===== config.mk =====
export PLATFORM = sky130hd
export DESIGN_NAME = hd44780_cmd_sequencer
export DESIGN_NICKNAME = d
export VERILOG_FILES = /design/src/rtl/hd44780_cmd_sequencer_pkg.sv /design/src/rtl/hd44780_cmd_sequencer_init_rom.sv /design/src/rtl/hd44780_cmd_sequencer.sv
export SDC_FILE = /design/constraint.sdc
export NUM_CORES = 1
export LEC_CHECK = 0
export CORE_ASPECT_RATIO = 1.25
export CORE_MARGIN = 5
export CORE_UTILIZATION = 44
export DETAILED_ROUTE_END_ITERATION = 7
export PLACE_DENSITY = 0.81
export SETUP_SLACK_MARGIN = 0.5
export SLEW_MARGIN = 15
export SYNTH_ARGS = -nofsm -noshare
export SYNTH_HDL_FRONTEND = slang
export SYNTH_HIERARCHICAL = 1
export SYNTH_SLANG_ARGS = --single-unit
export TNS_END_PERCENT = 100

===== constraint.sdc =====
create_clock -name CLK_I -period 4.1 [get_ports CLK_I]
set_input_delay 0.82 -clock CLK_I [delete_from_list [all_inputs] [get_ports CLK_I]]
set_output_delay 0.82 -clock CLK_I [all_outputs]
set_load 0.03 [all_outputs]

===== src/rtl/hd44780_cmd_sequencer_pkg.sv =====
// Shared types and constants for the HD44780 command sequencer and its init ROM.
// H4_SEQ_AUTOINIT_EN (defined elsewhere) enables the built-in power-on init sequence.
`ifndef H4_TIMER_BITS
`define H4_TIMER_BITS 24
`endif
`ifndef H4_DELAY_100MS
`define H4_DELAY_100MS 5000000
`endif
`ifndef H4_DELAY_4P1MS
`define H4_DELAY_4P1MS 205000
`endif
`ifndef H4_DELAY_100US
`define H4_DELAY_100US 5000
`endif
`ifndef H4_DELAY_3MS
`define H4_DELAY_3MS 150000
`endif
`ifndef H4_DELAY_53US
`define H4_DELAY_53US 2650
`endif

package hd44780_cmd_sequencer_pkg;

  typedef enum logic [3:0] {
    H4SQ_ST_IDLE,
    H4SQ_ST_HI,
    H4SQ_ST_HI_WAIT,
    H4SQ_ST_LO,
    H4SQ_ST_LO_WAIT,
    H4SQ_ST_DLY,
    H4SQ_ST_DLY_WAIT,
    H4SQ_ST_PWRWAIT,
    H4SQ_ST_PWR_TWAIT,
    H4SQ_ST_INIT_NEXT,
    H4SQ_ST_INIT_NYB,
    H4SQ_ST_INIT_NWAIT
  } state_t;

  typedef enum logic [1:0] {
    DSEL_SHORT,
    DSEL_LONG,
    DSEL_4P1MS,
    DSEL_100US
  } delay_sel_t;

  typedef struct packed {
    logic       nybble_only;
    logic [7:0] byte_val;
    delay_sel_t delay_sel;
  } init_entry_t;

  localparam int         INIT_LEN       = 8;
  localparam logic [2:0] INIT_LAST_STEP = 3'(INIT_LEN - 1);

  localparam logic [7:0] H4_CMD_CLEAR        = 8'h01;
  localparam logic [7:0] H4_CMD_HOME         = 8'h02;
  localparam logic [7:0] H4_CMD_HOME_ALT     = 8'h03;
  localparam logic [7:0] H4_CMD_ENTRY_INC    = 8'h06;
  localparam logic [7:0] H4_CMD_DISPLAY_ON   = 8'h0C;
  localparam logic [7:0] H4_CMD_FUNCSET_4B2L = 8'h28;
  localparam logic [7:0] H4_WAKE_NYB         = 8'h03;
  localparam logic [7:0] H4_SET_4BIT_NYB     = 8'h02;

  // Clear and home are the only instructions that need the long execution time.
  function automatic delay_sel_t byte_delay_sel(input logic rs, input logic [7:0] data);
    if (!rs && (data inside {H4_CMD_CLEAR, H4_CMD_HOME, H4_CMD_HOME_ALT}))
      return DSEL_LONG;
    return DSEL_SHORT;
  endfunction

endpackage


===== src/rtl/hd44780_cmd_sequencer_init_rom.sv =====
// Power-on init table for the HD44780 sequencer: step -> {nybble_only, byte, delay_sel}.
// Only built when H4_SEQ_AUTOINIT_EN is defined.
`ifdef H4_SEQ_AUTOINIT_EN
module hd44780_cmd_sequencer_init_rom
  import hd44780_cmd_sequencer_pkg::*;
(
  input  logic [2:0]  step,
  output init_entry_t entry
);

  always_comb begin
    entry = '{nybble_only: 1'b0, byte_val: 8'h00, delay_sel: DSEL_SHORT};
    case (step)
      3'd0: entry = '{nybble_only: 1'b1, byte_val: H4_WAKE_NYB,         delay_sel: DSEL_4P1MS};
      3'd1: entry = '{nybble_only: 1'b1, byte_val: H4_WAKE_NYB,         delay_sel: DSEL_100US};
      3'd2: entry = '{nybble_only: 1'b1, byte_val: H4_WAKE_NYB,         delay_sel: DSEL_100US};
      3'd3: entry = '{nybble_only: 1'b1, byte_val: H4_SET_4BIT_NYB,     delay_sel: DSEL_100US};
      3'd4: entry = '{nybble_only: 1'b0, byte_val: H4_CMD_FUNCSET_4B2L, delay_sel: DSEL_SHORT};
      3'd5: entry = '{nybble_only: 1'b0, byte_val: H4_CMD_DISPLAY_ON,   delay_sel: DSEL_SHORT};
      3'd6: entry = '{nybble_only: 1'b0, byte_val: H4_CMD_CLEAR,        delay_sel: DSEL_LONG};
      3'd7: entry = '{nybble_only: 1'b0, byte_val: H4_CMD_ENTRY_INC,    delay_sel: DSEL_SHORT};
    endcase
  end

endmodule
`endif


===== src/rtl/hd44780_cmd_sequencer.sv =====
// HD44780 4-bit command sequencer: splits {rs,byte} commands into nybbles and loads post-command delays.
// Defining H4_SEQ_AUTOINIT_EN makes it run the LCD power-on init sequence after every reset.
module hd44780_cmd_sequencer
  import hd44780_cmd_sequencer_pkg::*;
#(
  parameter int          TIMER_BITS = `H4_TIMER_BITS,
  parameter int unsigned DLY_PWRUP  = `H4_DELAY_100MS,
  parameter int unsigned DLY_4P1MS  = `H4_DELAY_4P1MS,
  parameter int unsigned DLY_100US  = `H4_DELAY_100US,
  parameter int unsigned DLY_LONG   = `H4_DELAY_3MS,
  parameter int unsigned DLY_SHORT  = `H4_DELAY_53US
) (
  input  logic                  CLK_I,
  input  logic                  RST_I,
  input  logic                  cmd_valid,
  output logic                  cmd_ready,
  input  logic                  cmd_rs,
  input  logic [7:0]            cmd_data,
  output logic                  nyb_stb,
  output logic                  nyb_rs,
  output logic [3:0]            nyb_data,
  input  logic                  nyb_done,
  output logic [TIMER_BITS-1:0] tmr_dat,
  output logic                  tmr_start,
  input  logic                  tmr_end,
  output logic                  init_done,
  output logic                  busy
);

`ifdef H4_SEQ_AUTOINIT_EN
  localparam state_t RESET_STATE = H4SQ_ST_PWRWAIT;
  localparam logic   RESET_BUSY  = 1'b1;

  logic [2:0]  step;
  init_entry_t rom_entry;

  hd44780_cmd_sequencer_init_rom u_init_rom (
    .step  (step),
    .entry (rom_entry)
  );
`else
  localparam state_t RESET_STATE = H4SQ_ST_IDLE;
  localparam logic   RESET_BUSY  = 1'b0;
`endif

  state_t     state;
  logic       latch_rs;
  logic [7:0] latch_data;

  // Delay values are cast so an oversized parameter truncates and a small one zero-extends.
  function automatic logic [TIMER_BITS-1:0] delay_ticks(input logic pwrup, input delay_sel_t sel);
    if (pwrup)
      return TIMER_BITS'(DLY_PWRUP);
    case (sel)
      DSEL_LONG:  return TIMER_BITS'(DLY_LONG);
      DSEL_4P1MS: return TIMER_BITS'(DLY_4P1MS);
      DSEL_100US: return TIMER_BITS'(DLY_100US);
      default:    return TIMER_BITS'(DLY_SHORT);
    endcase
  endfunction

  always_ff @(posedge CLK_I or posedge RST_I) begin
    if (RST_I) begin
      state      <= RESET_STATE;
      cmd_ready  <= 1'b0;
      nyb_stb    <= 1'b0;
      nyb_rs     <= 1'b0;
      nyb_data   <= 4'h0;
      tmr_dat    <= '0;
      tmr_start  <= 1'b0;
      init_done  <= 1'b0;
      busy       <= RESET_BUSY;
      latch_rs   <= 1'b0;
      latch_data <= 8'h00;
`ifdef H4_SEQ_AUTOINIT_EN
      step       <= 3'd0;
`endif
    end else begin
      nyb_stb   <= 1'b0;
      tmr_start <= 1'b0;
      case (state)
        H4SQ_ST_IDLE: begin
          init_done <= 1'b1;
          if (cmd_valid && cmd_ready) begin
            latch_rs   <= cmd_rs;
            latch_data <= cmd_data;
            nyb_stb    <= 1'b1;
            nyb_rs     <= cmd_rs;
            nyb_data   <= cmd_data[7:4];
            cmd_ready  <= 1'b0;
            busy       <= 1'b1;
            state      <= H4SQ_ST_HI;
          end else begin
            cmd_ready <= 1'b1;
            busy      <= 1'b0;
          end
        end
        H4SQ_ST_HI: state <= H4SQ_ST_HI_WAIT;
        H4SQ_ST_HI_WAIT: begin
          if (nyb_done) begin
            nyb_stb  <= 1'b1;
            nyb_data <= latch_data[3:0];
            state    <= H4SQ_ST_LO;
          end
        end
        H4SQ_ST_LO: state <= H4SQ_ST_LO_WAIT;
        H4SQ_ST_LO_WAIT: begin
          if (nyb_done) begin
            tmr_start <= 1'b1;
            tmr_dat   <= delay_ticks(1'b0, byte_delay_sel(latch_rs, latch_data));
            state     <= H4SQ_ST_DLY;
          end
        end
        H4SQ_ST_DLY: state <= H4SQ_ST_DLY_WAIT;
        // Delay expiry either finishes a command or advances the init table.
        H4SQ_ST_DLY_WAIT: begin
          if (tmr_end) begin
`ifdef H4_SEQ_AUTOINIT_EN
            if (!init_done && step != INIT_LAST_STEP) begin
              step  <= step + 3'd1;
              state <= H4SQ_ST_INIT_NEXT;
            end else begin
              init_done <= 1'b1;
              cmd_ready <= 1'b1;
              busy      <= 1'b0;
              state     <= H4SQ_ST_IDLE;
            end
`else
            cmd_ready <= 1'b1;
            busy      <= 1'b0;
            state     <= H4SQ_ST_IDLE;
`endif
          end
        end
`ifdef H4_SEQ_AUTOINIT_EN
        H4SQ_ST_PWRWAIT: begin
          tmr_start <= 1'b1;
          tmr_dat   <= delay_ticks(1'b1, DSEL_SHORT);
          state     <= H4SQ_ST_PWR_TWAIT;
        end
        H4SQ_ST_PWR_TWAIT: if (tmr_end) state <= H4SQ_ST_INIT_NEXT;
        // Wake-up steps send a lone nybble; later steps reuse the byte path with rs=0.
        H4SQ_ST_INIT_NEXT: begin
          nyb_stb <= 1'b1;
          nyb_rs  <= 1'b0;
          if (rom_entry.nybble_only) begin
            nyb_data <= rom_entry.byte_val[3:0];
            state    <= H4SQ_ST_INIT_NYB;
          end else begin
            latch_rs   <= 1'b0;
            latch_data <= rom_entry.byte_val;
            nyb_data   <= rom_entry.byte_val[7:4];
            state      <= H4SQ_ST_HI;
          end
        end
        H4SQ_ST_INIT_NYB: state <= H4SQ_ST_INIT_NWAIT;
        H4SQ_ST_INIT_NWAIT: begin
          if (nyb_done) begin
            tmr_start <= 1'b1;
            tmr_dat   <= delay_ticks(1'b0, rom_entry.delay_sel);
            state     <= H4SQ_ST_DLY;
          end
        end
`endif
        default: state <= H4SQ_ST_IDLE;
      endcase
    end
  end

endmodule


# [Yosys cells after proc, flatten, opt, wreduce, memory -nomap -nowiden]
# Index checks and enable logic that the tools add are counted.
[totals] reg_bits=46 input_bits=14
[op_classes] n_eq_ne=16 muxes=25 n_reduce_logical=12
[op_table] cell="$pmux 18 s3" n=1
[op_table] cell="$pmux 4 s7" n=1
[op_table] cell="$mux 4" n=6
[op_table] cell="$eq 8x2->1 const B" n=2
[op_table] cell="$eq 4x3->1 const B" n=3
[op_table] cell="$mux 1" n=9
[op_table] cell="$eq 4x2->1 const B" n=2
[op_table] cell="$eq 8x1->1 const B" n=1
[op_table] cell="$mux 2" n=4
[op_table] cell="$ne 2x2->1 const B" n=4
[op_table] cell="$pmux 4 s2" n=1
[op_table] cell="$pmux 1 s2" n=3
[op_table] cell="$reduce_and 2->1" n=3
[op_table] cell="$eq 2x2->1 const B" n=2
[op_table] cell="$eq 4x1->1 const B" n=1
[op_table] cell="$logic_not 4->1" n=1
[op_table] cell="$reduce_and 4->1" n=1
[op_table] cell="$reduce_bool 2->1" n=2
[op_table] cell="$reduce_and 3->1" n=1
[op_table] cell="$reduce_bool 3->1" n=1
[op_table] cell="$eq 2x1->1 const B" n=1
[op_table] cell="$logic_and 1x1->1" n=2
[op_table] cell="$logic_not 1->1" n=1

# [Logic depth before layout (Yosys ltp)]
# Gate-level depths: netlist (run 1).
[depth] ltp_word=11 mapped_depth=5 ltp_nobuf=3

# [Worst setup path after synthesis (run 1)]
# Ideal clock, no wire load.
[synth_timing] kind="register to output" startpoint="register tmr_dat[14]" endpoint="output port tmr_dat[14]" t_arrival_ps=775 required_time_ps=3280 setup_slack_ps=2505 stages_incl_launch_ff=2 cell_sequence="dfrtp_1 > buf_4"
[synth_rtl] element="start: declaration" line="hd44780_cmd_sequencer.sv:23" text="output logic [TIMER_BITS-1:0] tmr_dat,"
[synth_rtl] element="start signal: assignment" line="hd44780_cmd_sequencer.sv:110" text="tmr_dat <= delay_ticks(1'b0, byte_delay_sel(latch_rs, latch_data));"
# No word-level cell between the ends.

# [Worst setup path after layout (run 1)]
[layout_timing] startpoint="register cmd_ready" endpoint="output port cmd_ready"
[layout_rtl] element="start: declaration" line="hd44780_cmd_sequencer.sv:16" text="output logic cmd_ready,"
[layout_rtl] element="start signal: assignment" line="hd44780_cmd_sequencer.sv:65" text="cmd_ready <= 1'b0;"
[layout_rtl] element="start signal: assignment" line="hd44780_cmd_sequencer.sv:90" text="cmd_ready <= 1'b0;"
[layout_rtl] element="start signal: assignment" line="hd44780_cmd_sequencer.sv:94" text="cmd_ready <= 1'b1;"
# No word-level cell between the ends.

==> results_dict.tcl, run 1 <==
set metrics [dict create \
    cts_resized 0 \
    fillers 240 \
    outcome "completed" \
    drive_gt1_frac 0.131 \
    io_pins 48 \
    reg2reg_from "state[2]$_DFFE_PP0P_" \
    grt_pass1_wl_mm 3.77 \
    insertion_delay_ns 0.30 \
    cts_sinks 24 \
    drt-met1-wl_um 931 \
    final_util 0.553 \
    drv_cap 0 \
    synth-seq-cells 24 \
    syn_area_um2 1200 \
    syn_to_final_growth_pct 21.8 \
    ctsRootBufferMaster "clkbuf_4" \
    setup_viol 0 \
    critPathTopFamily "buffers and inverters" \
    die_area_um2 3890 \
    maxSlewViolCount 0 \
    cts_buffers 3 \
    power_w 0.00116 \
    pre_cts_slack_ns 1.86 \
    whs_endpoint "init_done$_DFFE_PP0N_" \
    syn_inst 98 \
    cp-end-kind "primary output" \
    post-route-period-util 0.564 \
    htreeDepth 1 \
    fin_ws_ns 1.79 \
    critPathBufInv 1 \
    rsz0062_at_grt "false" \
    hold_depth 1 \
    firstDrtPassIters 3 \
    gp_congestion 0.807 \
    p_leak_nw 0.604 \
    worst_clock_skew_ns 0.00687 \
    hold_start "init_done$_DFFE_PP0N_" \
    cp.arrival_ns 1.49 \
    rows 21 \
    top_layer_used "met4" \
    final_cell_mix "clkdlybuf4s50_1, dfrtp_1, conb_1" \
    fp.dieH_um 68.5 \
    antenna_found_initial 0 \
    yosysWarnings 6 \
    synth_cell_types 33 \
    dr_wl_met3_um 187 \
    drc 0 \
    rrSetupSlack_ns 2.39 \
    hpwlAfterDp_mm 1.75 \
    io_buffer_count 34 \
    vias 769 \
    avgViaCountPerCell 4.93 \
    min_period_ns 2.31 \
    initial_core_util 0.454 \
    design_area_um2 1470 \
    drt_iter0_drc 6 \
    hold_buffers 0 \
    crit_path_max_incr_delay_ns 0.71 \
    hp-class "register to register" \
    wl_mm 2.22 \
    timing.slew.headroom 0.412 \
    seq_area_frac_synth 0.498 \
    wire_per_inst_um 14.2 \
    crit_slowest_cell "clkdlybuf4s50_1" \
    worstSetupPathType "register to primary output" \
    die_w_um 56.8 \
    path_max_fanout 7 \
    power_density_nw_per_um2 790 \
    grt.overflow.total 0 \
    grt_start_max_net_pins 25 \
    path_clk_slew_ns 0.12 \
    postRouteAntennaNets 0 \
    grt_pass1_vias 788 \
    placed_area_um2 1450 \
    core_um2 2650 \
    critPathLaunchType "register" \
    syn_area_per_cell_um2 12.3 \
    worst_pin_slew_ns 0.881 \
    required_ns 3.28 \
    cts_setup_buffers 0 \
    max_freq_mhz 432 \
    fin_setup_tns_ns 0 \
    clock_path_buffers 2 \
    cts_tree "yes" \
    rr_endpoint "latch_rs$_DFFE_PP0P_" \
    ir_drop_v 0.000330 \
    final_common_cell "clkdlybuf4s50_1" \
    rr_worst_depth 3 \
    cp_cell_sequence "clkdlybuf4s50_1" \
    grt_usage 0.126 \
    wl_met2_mm 1.10 \
    diodes 0 \
    fin_nets 138 \
    hold_viol 0 \
]
[report_power, final]
group          switching [W]  leakage [nW]  internal (W)   total, W
sequential          0.000111         0.279      0.000344   0.000455
clock              0.0000641        0.0138     0.0000343  0.0000983
combinational       0.000314         0.312      0.000293   0.000607
[worst max-delay path by stage]
stage,startpoint,slack (ns),end,cells after the start
after floorplan,tmr_dat[14]$_DFFE_PP0P_,2.50,tmr_dat[14],1
final,cmd_ready$_DFFE_PP0P_,1.79,cmd_ready,1
after global placement,cmd_valid,1.92,latch_rs$_DFFE_PP0P_,3
after global routing,cmd_ready$_DFFE_PP0P_,1.69,cmd_ready,1
after detailed placement,cmd_valid,1.86,latch_rs$_DFFE_PP0P_,3
after CTS,cmd_ready$_DFFE_PP0P_,1.77,cmd_ready,1
[per-stage QoR]
stage               std cells  hold WS, ns
floorplan                 110        0.458
global placement          153        0.457
detailed placement        153        0.455
CTS                       156        0.485
global route              156        0.503
finish                    156        0.483
[per-layer routing]
layer / GRT usage / vias up
met4: 0.0348 / 0
li1: - / 364
met5: 0 / -
met1: 0.162 / 374
met2: 0.208 / 29
met3: 0.0391 / 2
[area by class of cell]
class	count	area (µm²)	area share
sequential	24	601	0.409
tap	34	42.5	0.0290
timing repair buffer	34	340	0.232
inverter	2	7.51	0.00512
multi-input combinational	59	454	0.309
clock buffer	3	22.5	0.0153
[flip-flops by register name (all words and copies together) (netlist names)]
signal      count
busy            1
latch_rs        1
state           3
latch_data      8
init_done       1
nyb_data        4
nyb_stb         1
tmr_start       1
cmd_ready       1
tmr_dat         3
[logic make-up after synthesis]
group                  Yosys count  synth area share
buffers and inverters           27             0.162
DFF                             24             0.498
and+or+nand+nor                 19             0.128
AOI/OAI and AO/OA               17             0.116
muxes                           10            0.0924
other                            1           0.00311
[Yosys cell counts]
library cell / number / area share
inv_1: 2 / 0.0062
a22o_1: 1 / 0.0073
nor3_1: 1 / 0.0041
mux2_1: 6 / 0.056
nor3_4: 1 / 0.014
nand2_1: 3 / 0.0093
a221oi_1: 1 / 0.0073
a31o_2: 1 / 0.0073
buf_6: 1 / 0.0093
mux2i_1: 1 / 0.0083
a211oi_1: 2 / 0.012
nor2b_1: 1 / 0.0052
buf_4: 23 / 0.14
nand3b_1: 1 / 0.0062
conb_1: 1 / 0.0031
o21ai_0: 2 / 0.0083
o221a_2: 4 / 0.037
or2_2: 2 / 0.010
a31oi_1: 1 / 0.0052
o2111ai_1: 1 / 0.0073
nand2b_1: 2 / 0.010
mux2_2: 3 / 0.028
dfrtp_1: 24 / 0.50
nand3_2: 1 / 0.0083
o21a_1: 2 / 0.012
nor4bb_4: 1 / 0.021
nor4_1: 1 / 0.0052
and3_1: 1 / 0.0052
clkbuf_1: 1 / 0.0031
and4bb_1: 1 / 0.010
or2b_1: 3 / 0.019
a21oi_1: 1 / 0.0041
o22a_1: 1 / 0.0073
No activity file was read; power rests on OpenSTA's default activity.
==> run 2: changes to the inputs <==
Settings changed: CORE_UTILIZATION 44 to 42, PLACE_DENSITY 0.81 to 0.78.
Clock period 4.1 ns to 2.2 ns, I/O delays scaled along.
==> results_dict.tcl, run 2 (synthesis gave the netlist of run 1 again) <==
set metrics [dict create \
    final_cell_mix "dfrtp_1, dlygate4sd2_1, conb_1, clkdlybuf4s50_1, mux2_1" \
    post-route-period-util 0.724 \
    setup_viol 0 \
    max_freq_mhz 628 \
    outcome "completed" \
    power_density_nw_per_um2 1480 \
    critPathTopFamily "flip-flops" \
    rsz0062_at_grt "false" \
    fin_setup_tns_ns 0 \
    die_w_um 57.9 \
    firstDrtPassIters 4 \
    cts_sinks 24 \
    avgViaCountPerCell 4.89 \
    vias 772 \
    grt_pass1_vias 775 \
    hold_buffers 0 \
    postRouteAntennaNets 0 \
    gp_congestion 0.810 \
    core_um2 2730 \
    cp_cell_sequence "dlygate4sd2_1" \
    worstSetupPathType "register to primary output" \
    drt_iter0_drc 19 \
    fp.dieH_um 69.9 \
    grt_usage 0.122 \
    wire_per_inst_um 14.8 \
    hpwlAfterDp_mm 1.85 \
    regMostFlops "latch_data" \
    p_int_w 0.00126 \
    grt_pass1_wl_mm 3.86 \
    syn_to_final_growth_pct 22.7 \
    power_switching_w 0.000930 \
    seq_power_share 0.391 \
    drive_gt1_frac 0.177 \
    htreeDepth 1 \
    cts_buffers 3 \
    rr_worst_depth 3 \
    clockPowerShare 0.143 \
    cp-end-kind "primary output" \
    crit_path_max_incr_delay_ns 0.42 \
    p_leak_nw 0.644 \
    wl_mm 2.35 \
    cts_tree "yes" \
    hp-class "input port to async pin" \
    rows 21 \
    drv_cap 0 \
    grt.overflow.total 0 \
    maxSlewViolCount 0 \
    critPathBufInv 1 \
    reg2reg_from "state[0]$_DFFE_PP0P_" \
    min_period_ns 1.59 \
    diodes 0 \
    drc 0 \
    largest_register_ffs 8 \
    die_area_um2 4050 \
    insertion_delay_ns 0.32 \
    cp.arrival_ns 1.15 \
    ir_drop_v 0.000810 \
    clock_path_buffers 2 \
    io_buffer_count 34 \
    path_clk_slew_ns 0.13 \
    fin_nets 139 \
    reg_top3 "latch_data (8), nyb_data (4)" \
    grt_start_max_net_pins 25 \
    initial_core_util 0.441 \
    worst_clock_skew_ns 0.00577 \
    rr_endpoint "latch_rs$_DFFE_PP0P_" \
    swShare 0.424 \
    io_pins 48 \
    required_ns 1.76 \
    pwr-share-comb 0.466 \
    critPathLaunchType "register" \
    hold-worst-slack_ns 0.446 \
    hold_viol 0 \
    ctsRootBufferMaster "clkbuf_4" \
    crit_slowest_cell "dfrtp_1" \
    antenna_found_initial 0 \
    path_max_fanout 6 \
    final_common_cell "dfrtp_1" \
    rrSetupSlack_ns 0.62 \
]
run 2: cell types whose count changed in the layout (fill, tap and decap cells not counted), sizes merged:
cell	delta
clkbuf	+1
dlygate4sd2	+20
clkdlybuf4s50	-21
bufinv	+1
buf	+1
run 2: area by class of cell:
class | instances | area [µm²]
Inverter | 2 | 7.51
Clock inverter | 1 | 30.0
Sequential cell | 24 | 603
Timing Repair Buffer | 35 | 318
Multi-Input combinational cell | 59 | 455
Tap cell | 34 | 42.5
Clock buffer | 3 | 22.5
Fill cell | 266 | 1250
run 2: routing by layer:
layer / vias to the layer above / part of all wire / routed length, µm / GRT usage
li1: 369 / - / - / -
met1: 365 / 0.39 / 919 / 0.144
met2: 35 / 0.51 / 1190 / 0.205
met3: 3 / 0.084 / 198 / 0.0350
met4: 0 / 0.016 / 37 / 0.0464
met5: - / 0 / 0 / 0
run 2: worst max path at each step:
stage / start / to / slack (ns) / depth (start not counted)
2_1_floorplan: state[0]$_DFFE_PP0P_ / latch_data[0]$_DFFE_PP0P_ / 0.74 / 5
3_3_place_gp: cmd_valid / latch_data[3]$_DFFE_PP0P_ / 0.39 / 3
3_5_place_dp: cmd_valid / latch_data[0]$_DFFE_PP0P_ / 0.36 / 3
4_1_cts: cmd_ready$_DFFE_PP0P_ / cmd_ready / 0.48 / 1
5_1_grt: tmr_dat[14]$_DFFE_PP0P_ / tmr_dat[7] / 0.53 / 1
6_report: tmr_dat[14]$_DFFE_PP0P_ / tmr_dat[17] / 0.61 / 1
run 2: through the flow:
| stage | instance area (µm²) | setup WS [ns] | total power, W | std cells | util |
|---|---|---|---|---|---|
| CTS | 1480 | 0.482 | 0.00222 | 158 | 0.541 |
| finish | 1480 | 0.607 | 0.00219 | 158 | 0.541 |
| floorplan | 1250 | 0.743 | 0.00169 | 110 | - |
| global route | 1480 | 0.526 | 0.00234 | 158 | 0.541 |
| detailed placement | 1450 | 0.355 | 0.00202 | 154 | 0.532 |
| global placement | 1450 | 0.391 | 0.00197 | 154 | 0.532 |
run 2: power by group through the flow:
stage / Sequential [W] / Combinational (W) / Clock, W
2_1_floorplan: 0.000964 / 0.000731 / 0
6_report: 0.000856 / 0.00102 / 0.000314
5_1_grt: 0.000899 / 0.00110 / 0.000344
3_3_place_gp: 0.000850 / 0.00112 / 0
3_5_place_dp: 0.000869 / 0.00115 / 0
4_1_cts: 0.000855 / 0.00104 / 0.000326
run 2: what timing repair did:
action                     CTS  global route
gates resized for setup     21             5
setup buffers                0             0
setup endpoints to repair   25             7
hold endpoints to repair     0             0
